--- src/rtl/lcd4_ctrl.sv ---
// HD44780 4-bit write-only controller: power-up wait, fixed init sequence, then one byte per in_valid/in_ready handshake.
// Latency: SETUP begins the cycle after acceptance. in_ready is high only in IDLE after init; offers made while busy are dropped, not queued.
module lcd4_ctrl #(
    parameter int PWRUP_CYC      = 3000000,
    parameter int SETUP_CYC      = 10,
    parameter int E_PULSE_CYC    = 50,
    parameter int HOLD_CYC       = 10,
    parameter int GAP_CYC        = 200,
    parameter int CMD_WAIT_CYC   = 8000,
    parameter int CLR_WAIT_CYC   = 328000,
    parameter int INIT_WAIT1_CYC = 820000,
    parameter int INIT_WAIT2_CYC = 20000
) (
    input  logic       clk,
    input  logic       rst_n,
    input  logic       in_valid,
    output logic       in_ready,
    input  logic       in_rs,
    input  logic [7:0] in_data,
    output logic       init_done,
    output logic       busy,
    output logic       LCD_RS,
    output logic       LCD_RW,
    output logic       LCD_E,
    output logic [3:0] LCD_D
);

    function automatic int max2(input int a, input int b);
        return (a > b) ? a : b;
    endfunction

    localparam int MAXC = max2(max2(max2(PWRUP_CYC, SETUP_CYC), max2(E_PULSE_CYC, HOLD_CYC)),
                               max2(max2(GAP_CYC, CMD_WAIT_CYC),
                                    max2(CLR_WAIT_CYC, max2(INIT_WAIT1_CYC, INIT_WAIT2_CYC))));
    localparam int CW = $clog2(MAXC + 1);

    typedef logic [CW-1:0] cnt_t;
    typedef enum logic [2:0] {PWR, SETUP, EHI, HOLD, GAP, WAIT, IDLE} state_t;

    // A state lasting n cycles is entered with n-1 loaded and left on the cycle the counter reads zero.
    function automatic cnt_t ld(input int n);
        return (n > 0) ? cnt_t'(n - 1) : '0;
    endfunction

    function automatic logic [7:0] init_byte(input logic [1:0] idx);
        case (idx)
            2'd0:    return 8'h28;
            2'd1:    return 8'h0C;
            2'd2:    return 8'h06;
            default: return 8'h01;
        endcase
    endfunction

    state_t     state_q, state_d;
    cnt_t       cnt_q, cnt_d;
    logic       arm_q, arm_d;
    logic [2:0] step_q, step_d;
    logic       init_done_q, init_done_d;
    logic       rs_q, rs_d;
    logic [3:0] d_q, d_d;
    logic [7:0] byte_q, byte_d;
    logic       lo_q, lo_d;
    logic       single_q, single_d;
    logic       e_q;

    logic       cnt_zero;
    logic       start_setup;
    logic [3:0] setup_nib;
    logic [2:0] step_nx;
    logic [7:0] ib;
    cnt_t       wait_ld;

    assign cnt_zero  = (cnt_q == '0);
    assign in_ready  = (state_q == IDLE) && init_done_q;
    assign busy      = (state_q != IDLE);
    assign init_done = init_done_q;
    assign LCD_RS    = rs_q;
    assign LCD_D     = d_q;
    assign LCD_E     = e_q;
    assign LCD_RW    = 1'b0;

    // Init steps 0-2 wait progressively shorter; clear/home commands (0x01-0x03, RS=0) need the long wait.
    always_comb begin
        wait_ld = ld(CMD_WAIT_CYC);
        if (single_q) begin
            if (step_q == 3'd0) begin
                wait_ld = ld(INIT_WAIT1_CYC);
            end else if (step_q == 3'd1) begin
                wait_ld = ld(INIT_WAIT2_CYC);
            end
        end else if (!rs_q && (byte_q[7:2] == 6'd0) && (byte_q[1:0] != 2'd0)) begin
            wait_ld = ld(CLR_WAIT_CYC);
        end
    end

    always_comb begin
        state_d     = state_q;
        cnt_d       = cnt_q;
        arm_d       = arm_q;
        step_d      = step_q;
        init_done_d = init_done_q;
        rs_d        = rs_q;
        d_d         = d_q;
        byte_d      = byte_q;
        lo_d        = lo_q;
        single_d    = single_q;
        start_setup = 1'b0;
        setup_nib   = d_q;
        step_nx     = step_q + 3'd1;
        ib          = init_byte(step_nx[1:0]);

        case (state_q)
            PWR: begin
                if (!arm_q && (PWRUP_CYC > 1)) begin
                    arm_d = 1'b1;
                    cnt_d = ld(PWRUP_CYC - 1);
                end else if (cnt_zero) begin
                    arm_d       = 1'b1;
                    start_setup = 1'b1;
                    setup_nib   = 4'h3;
                    rs_d        = 1'b0;
                    single_d    = 1'b1;
                    lo_d        = 1'b0;
                    step_d      = 3'd0;
                end else begin
                    cnt_d = cnt_q - cnt_t'(1);
                end
            end
            SETUP: begin
                if (cnt_zero) begin
                    state_d = EHI;
                    cnt_d   = ld(E_PULSE_CYC);
                end else begin
                    cnt_d = cnt_q - cnt_t'(1);
                end
            end
            EHI: begin
                if (cnt_zero) begin
                    state_d = HOLD;
                    cnt_d   = ld(HOLD_CYC);
                end else begin
                    cnt_d = cnt_q - cnt_t'(1);
                end
            end
            HOLD: begin
                if (!cnt_zero) begin
                    cnt_d = cnt_q - cnt_t'(1);
                end else if (single_q || lo_q) begin
                    state_d = WAIT;
                    cnt_d   = wait_ld;
                end else begin
                    state_d = GAP;
                    cnt_d   = ld(GAP_CYC);
                end
            end
            GAP: begin
                if (cnt_zero) begin
                    start_setup = 1'b1;
                    setup_nib   = byte_q[3:0];
                    lo_d        = 1'b1;
                end else begin
                    cnt_d = cnt_q - cnt_t'(1);
                end
            end
            WAIT: begin
                if (!cnt_zero) begin
                    cnt_d = cnt_q - cnt_t'(1);
                end else if (init_done_q) begin
                    state_d = IDLE;
                end else if (step_q == 3'd7) begin
                    init_done_d = 1'b1;
                    state_d     = IDLE;
                end else begin
                    step_d      = step_nx;
                    start_setup = 1'b1;
                    rs_d        = 1'b0;
                    lo_d        = 1'b0;
                    if (!step_nx[2]) begin
                        single_d  = 1'b1;
                        setup_nib = (step_nx == 3'd3) ? 4'h2 : 4'h3;
                    end else begin
                        single_d  = 1'b0;
                        byte_d    = ib;
                        setup_nib = ib[7:4];
                    end
                end
            end
            IDLE: begin
                if (in_valid && in_ready) begin
                    byte_d      = in_data;
                    rs_d        = in_rs;
                    start_setup = 1'b1;
                    setup_nib   = in_data[7:4];
                    single_d    = 1'b0;
                    lo_d        = 1'b0;
                end
            end
            default: state_d = PWR;
        endcase

        // RS/D are only ever updated here, so they stay frozen through EHI.
        if (start_setup) begin
            state_d = SETUP;
            cnt_d   = ld(SETUP_CYC);
            d_d     = setup_nib;
        end
    end

    always_ff @(posedge clk or negedge rst_n) begin
        if (!rst_n) begin
            state_q     <= PWR;
            cnt_q       <= '0;
            arm_q       <= 1'b0;
            step_q      <= 3'd0;
            init_done_q <= 1'b0;
            rs_q        <= 1'b0;
            d_q         <= 4'h0;
            byte_q      <= 8'h00;
            lo_q        <= 1'b0;
            single_q    <= 1'b0;
            e_q         <= 1'b0;
        end else begin
            state_q     <= state_d;
            cnt_q       <= cnt_d;
            arm_q       <= arm_d;
            step_q      <= step_d;
            init_done_q <= init_done_d;
            rs_q        <= rs_d;
            d_q         <= d_d;
            byte_q      <= byte_d;
            lo_q        <= lo_d;
            single_q    <= single_d;
            e_q         <= (state_d == EHI);
        end
    end

endmodule

--- config.mk ---
export PLATFORM = sky130hd
export DESIGN_NAME = lcd4_ctrl
export DESIGN_NICKNAME = d
export VERILOG_FILES = /design/src/rtl/lcd4_ctrl.sv
export SDC_FILE = /design/constraint.sdc
export NUM_CORES = 1
export LEC_CHECK = 0
export CORE_UTILIZATION = 40
export CTS_BUF_LIST = sky130_fd_sc_hd__clkbuf_4
export CTS_CLUSTER_DIAMETER = 120
export DETAILED_ROUTE_END_ITERATION = 12
export PLACE_DENSITY = 0.67
export SKIP_CTS_REPAIR_TIMING = 1
export SLEW_MARGIN = 10
export SYNTH_ARGS = -nofsm -noshare
export SYNTH_HDL_FRONTEND = slang
export SYNTH_SLANG_ARGS = --single-unit
export TNS_END_PERCENT = 100
--- constraint.sdc ---
create_clock -name clk -period 2.2 [get_ports clk]
set_input_delay 0.44 -clock clk [delete_from_list [all_inputs] [get_ports clk]]
set_output_delay 0.44 -clock clk [all_outputs]
set_load 0.005 [all_outputs]
==> flow_summary_export.csv <==
group,metric,value,unit
synth,synth_top_flop_cell,"dfrtp_1",
routing,firstDrtPassIters,4,
pwr,p_comb_frac,0.030,
clock_tree,clock_path_buffers,2,
clock_tree,cts_buffers,5,
placement,dp_slack,-0.133,ns
routing,wl_per_cell,16.9,um
timing,setup_viol,0,
placement,dpl_cell_area,3800,um2
synth,yosysMostFrequentCell,"dfrtp_1",
timing,min_period,2.19,ns
clock_tree,clock_sinks,46,
floorplan,die-area,8410,um2
floorplan,row_count,32,
floorplan,initial_core_util,0.414,
synth,synth_edf_count,0,
critical_path,critPathKind,"flip-flop to flip-flop",
final_layout,antennaDiodeCount,0,
final_layout,synthToLayoutAreaGrowth,26.5,%
timing,finalClockSkew,0.0136,ns
critical_path,critPathLaunchType,"flip-flop",
clock_tree,clkSlewWorstSetupHoldPaths,0.14,ns
grt,track_usage,0.224,
placement,portBuffers,20,
synth,synth_area,3220,um2
floorplan,boundaryPins,22,
floorplan,die_x,91.7,um
pwr,sw_frac_of_total,0.230,
grt,grt_overflow_total,0,
critical_path,critPathBufInv,2,
timing,worstMarginPinSlew,0.898,ns
critical_path,critPathCaptureType,"flip-flop",
grt,grt_pass1_wl,15000,um
timing,setup_slack,0.00931,ns
pwr,peakVddDrop,231,uV
critical_path,path_delay_family,"simple AND/OR/NAND/NOR gates",
synth,ys_types,66,
final_layout,finish.utilization,0.524,
critical_path,critPathArrivalTime,2.50,ns
synth,synthArstFlopShare,1.00,
synth,netlist_instances,372,
pwr,clkPwrFrac,0.301,
timing,slew_violations,0,
synth,synthTopCellsByArea,"dfrtp_1, o21ai_0, nor2_1, ha_1, nand2_1",
timing,rsz0062_at_grt,"true",
synth,yosysSeqAreaShare,0.358,
critical_path,worstPathRequired,2.51,ns
clock_tree,clock-root-buffer,"clkbuf_4",
critical_path,cp_max_fo,18,
synth,yosys_warnings,0,
critical_path,crit_chain,"nor4_4 > nand4_1 > or3_4 > buf_8 > o31ai_4 > buf_4 > o32a_1",
timing,hold_slack,0.139,ns
synth,netlist.area_leader.share,0.358,
flow_run,drv_cap,0,
floorplan,die_y,91.7,um
synth,syn-num-nets,395,
placement,globalplace.congestion,0.920,
grt,antenna_found_initial,0,
routing,vias,3173,
routing,wirelength,9170,um
grt,grt_pass1_vias,3049,
final_layout,drive_gt1_frac,0.252,
floorplan,core_area,7770,um2
pwr,cellInternalPower,973,uW
pwr,leakagePower,1.77,nW
critical_path,crit_path_top_delay_cell,"dfrtp_1",
pwr,p_per_area,310,nW/um2
clock_tree,insertion_delay,0.36,ns
pwr,seq_power_share,0.669,
synth,synth_area_per_cell,8.65,um2
pwr,p_sw,290,uW
clock_tree,cts_tree,"built",
synth,yosys.area.top_type,"dfrtp_1",
pwr,power,1.26,mW
routing,drc_errors,0,
synth,yosys-top-cells-count,"dfrtp_1, nor2_1, o21ai_0",
timing,hold_viol_final,0,
routing,drtIter0Drc,206,
routing,viasPerCell,5.84,
timing,max_slew_margin,0.399,
critical_path,slowest_delay,0.44,ns
timing,fin_crit_sh,0.996,
placement,hpwlAfterDp,6620,um
timing,timing.fmax,456,MHz
final_layout,nets,465,
clock_tree,cts-htree-levels,2,
routing,route.antenna.remaining_nets,0,
run_status,outcome,"finished clean",
final_layout,final_cell_area,4070,um2
grt,grt_max_degree,47,
worst_hold_path,hold_class,"input pin to asynchronous set/reset pin",
synth,synth-seq-cells,46,
## stage by stage
stage                     instances  setup TNS, ns
after floorplan                 372              0
after global placement          522         -0.334
after detailed placement        522         -0.975
after CTS                       528          -1.51
after global routing            543         -0.526
final                           543              0
## layer usage
metal / global-route usage / wire [um]
met5: 0 / 0
met4: 0.0690 / 143
met3: 0.0307 / 546
met2: 0.365 / 4360
met1: 0.308 / 4120
## final cells by class
cell class,count,area [um2]
Clock buffer,5,37.5
Timing Repair Buffer,86,708
Multi-Input combinational cell,294,2010
Fill cell,728,3690
Tap cell,102,128
Sequential cell,46,1150
Inverter,9,33.8
Clock inverter,1,3.75
## worst paths after layout
path | startpoint | endpoint | slack [ns] | depth (start not counted)
worst max-delay path | cnt_q[12] | cnt_q[3] | 0.009 | 7
worst max register to register | cnt_q[12] | cnt_q[3] | 0.009 | 7
max in group asynchronous | rst_n | state_q[0] | 1.60 | 2
worst min-delay path | rst_n | cnt_q[5] | 0.14 | 2
min in group clk | byte_q[7] | byte_q[7] | 0.51 | 2
worst min register to register | byte_q[7] | byte_q[7] | 0.51 | 2
## power by group through the flow
stage	sequential [mW]	combinational, mW	clock (mW)
5_1_grt	0.846	0.0432	0.421
2_1_floorplan	0.862	0.00192	0
6_report	0.845	0.0378	0.380
4_1_cts	0.845	0.0399	0.386
3_3_place_gp	0.862	0.0391	0
3_5_place_dp	0.862	0.0396	0
## layout by cell type (no fill, tap or decap), drive strengths merged, types with 6 or more instances in the layout
cell type | Yosys | layout
a21oi | 18 | 18
a22o | 7 | 7
a31oi | 8 | 8
buf | 11 | 66
clkbuf | 12 | 6
clkdlybuf4s50 | 0 | 17
dfrtp | 46 | 46
ha | 11 | 11
inv | 9 | 9
mux2 | 6 | 6
nand2 | 37 | 37
nand2b | 6 | 6
nor2 | 39 | 39
nor3 | 16 | 16
nor4 | 15 | 15
o21ai | 45 | 45
o22ai | 6 | 6
## flip-flops by register name (all words and copies together), names as in the netlist
register,cells
LCD_D,4
LCD_E,1
LCD_RS,1
arm_q,1
byte_q,8
cnt_q,22
init_done,1
lo_q,1
single_q,1
state_q,3
step_q,3
## cell families (layout without fill, tap and decap cells)
group | Yosys count | after routing | synth area share
AND/OR/NAND/NOR | 150 | 150 | 0.261
AO/OA/AOI/OAI | 114 | 114 | 0.232
multiplexers | 11 | 11 | 0.0365
buffers and inverters | 32 | 101 | 0.0497
XOR/XNOR | 7 | 7 | 0.0190
adder cells (fa/ha/maj) | 11 | 11 | 0.0428
flip-flops | 46 | 46 | 0.358
other | 1 | 1 | 0.00116
## worst register-to-register path, stage by stage (launching register included)
cell and delay (ns):
dfrtp_1 0.44, nor4_4 0.33, nand4_1 0.18, or3_4 0.40
buf_8 0.18, o31ai_4 0.22, buf_4 0.23, o32a_1 0.17
No activity file was read; power rests on OpenSTA's default activity.
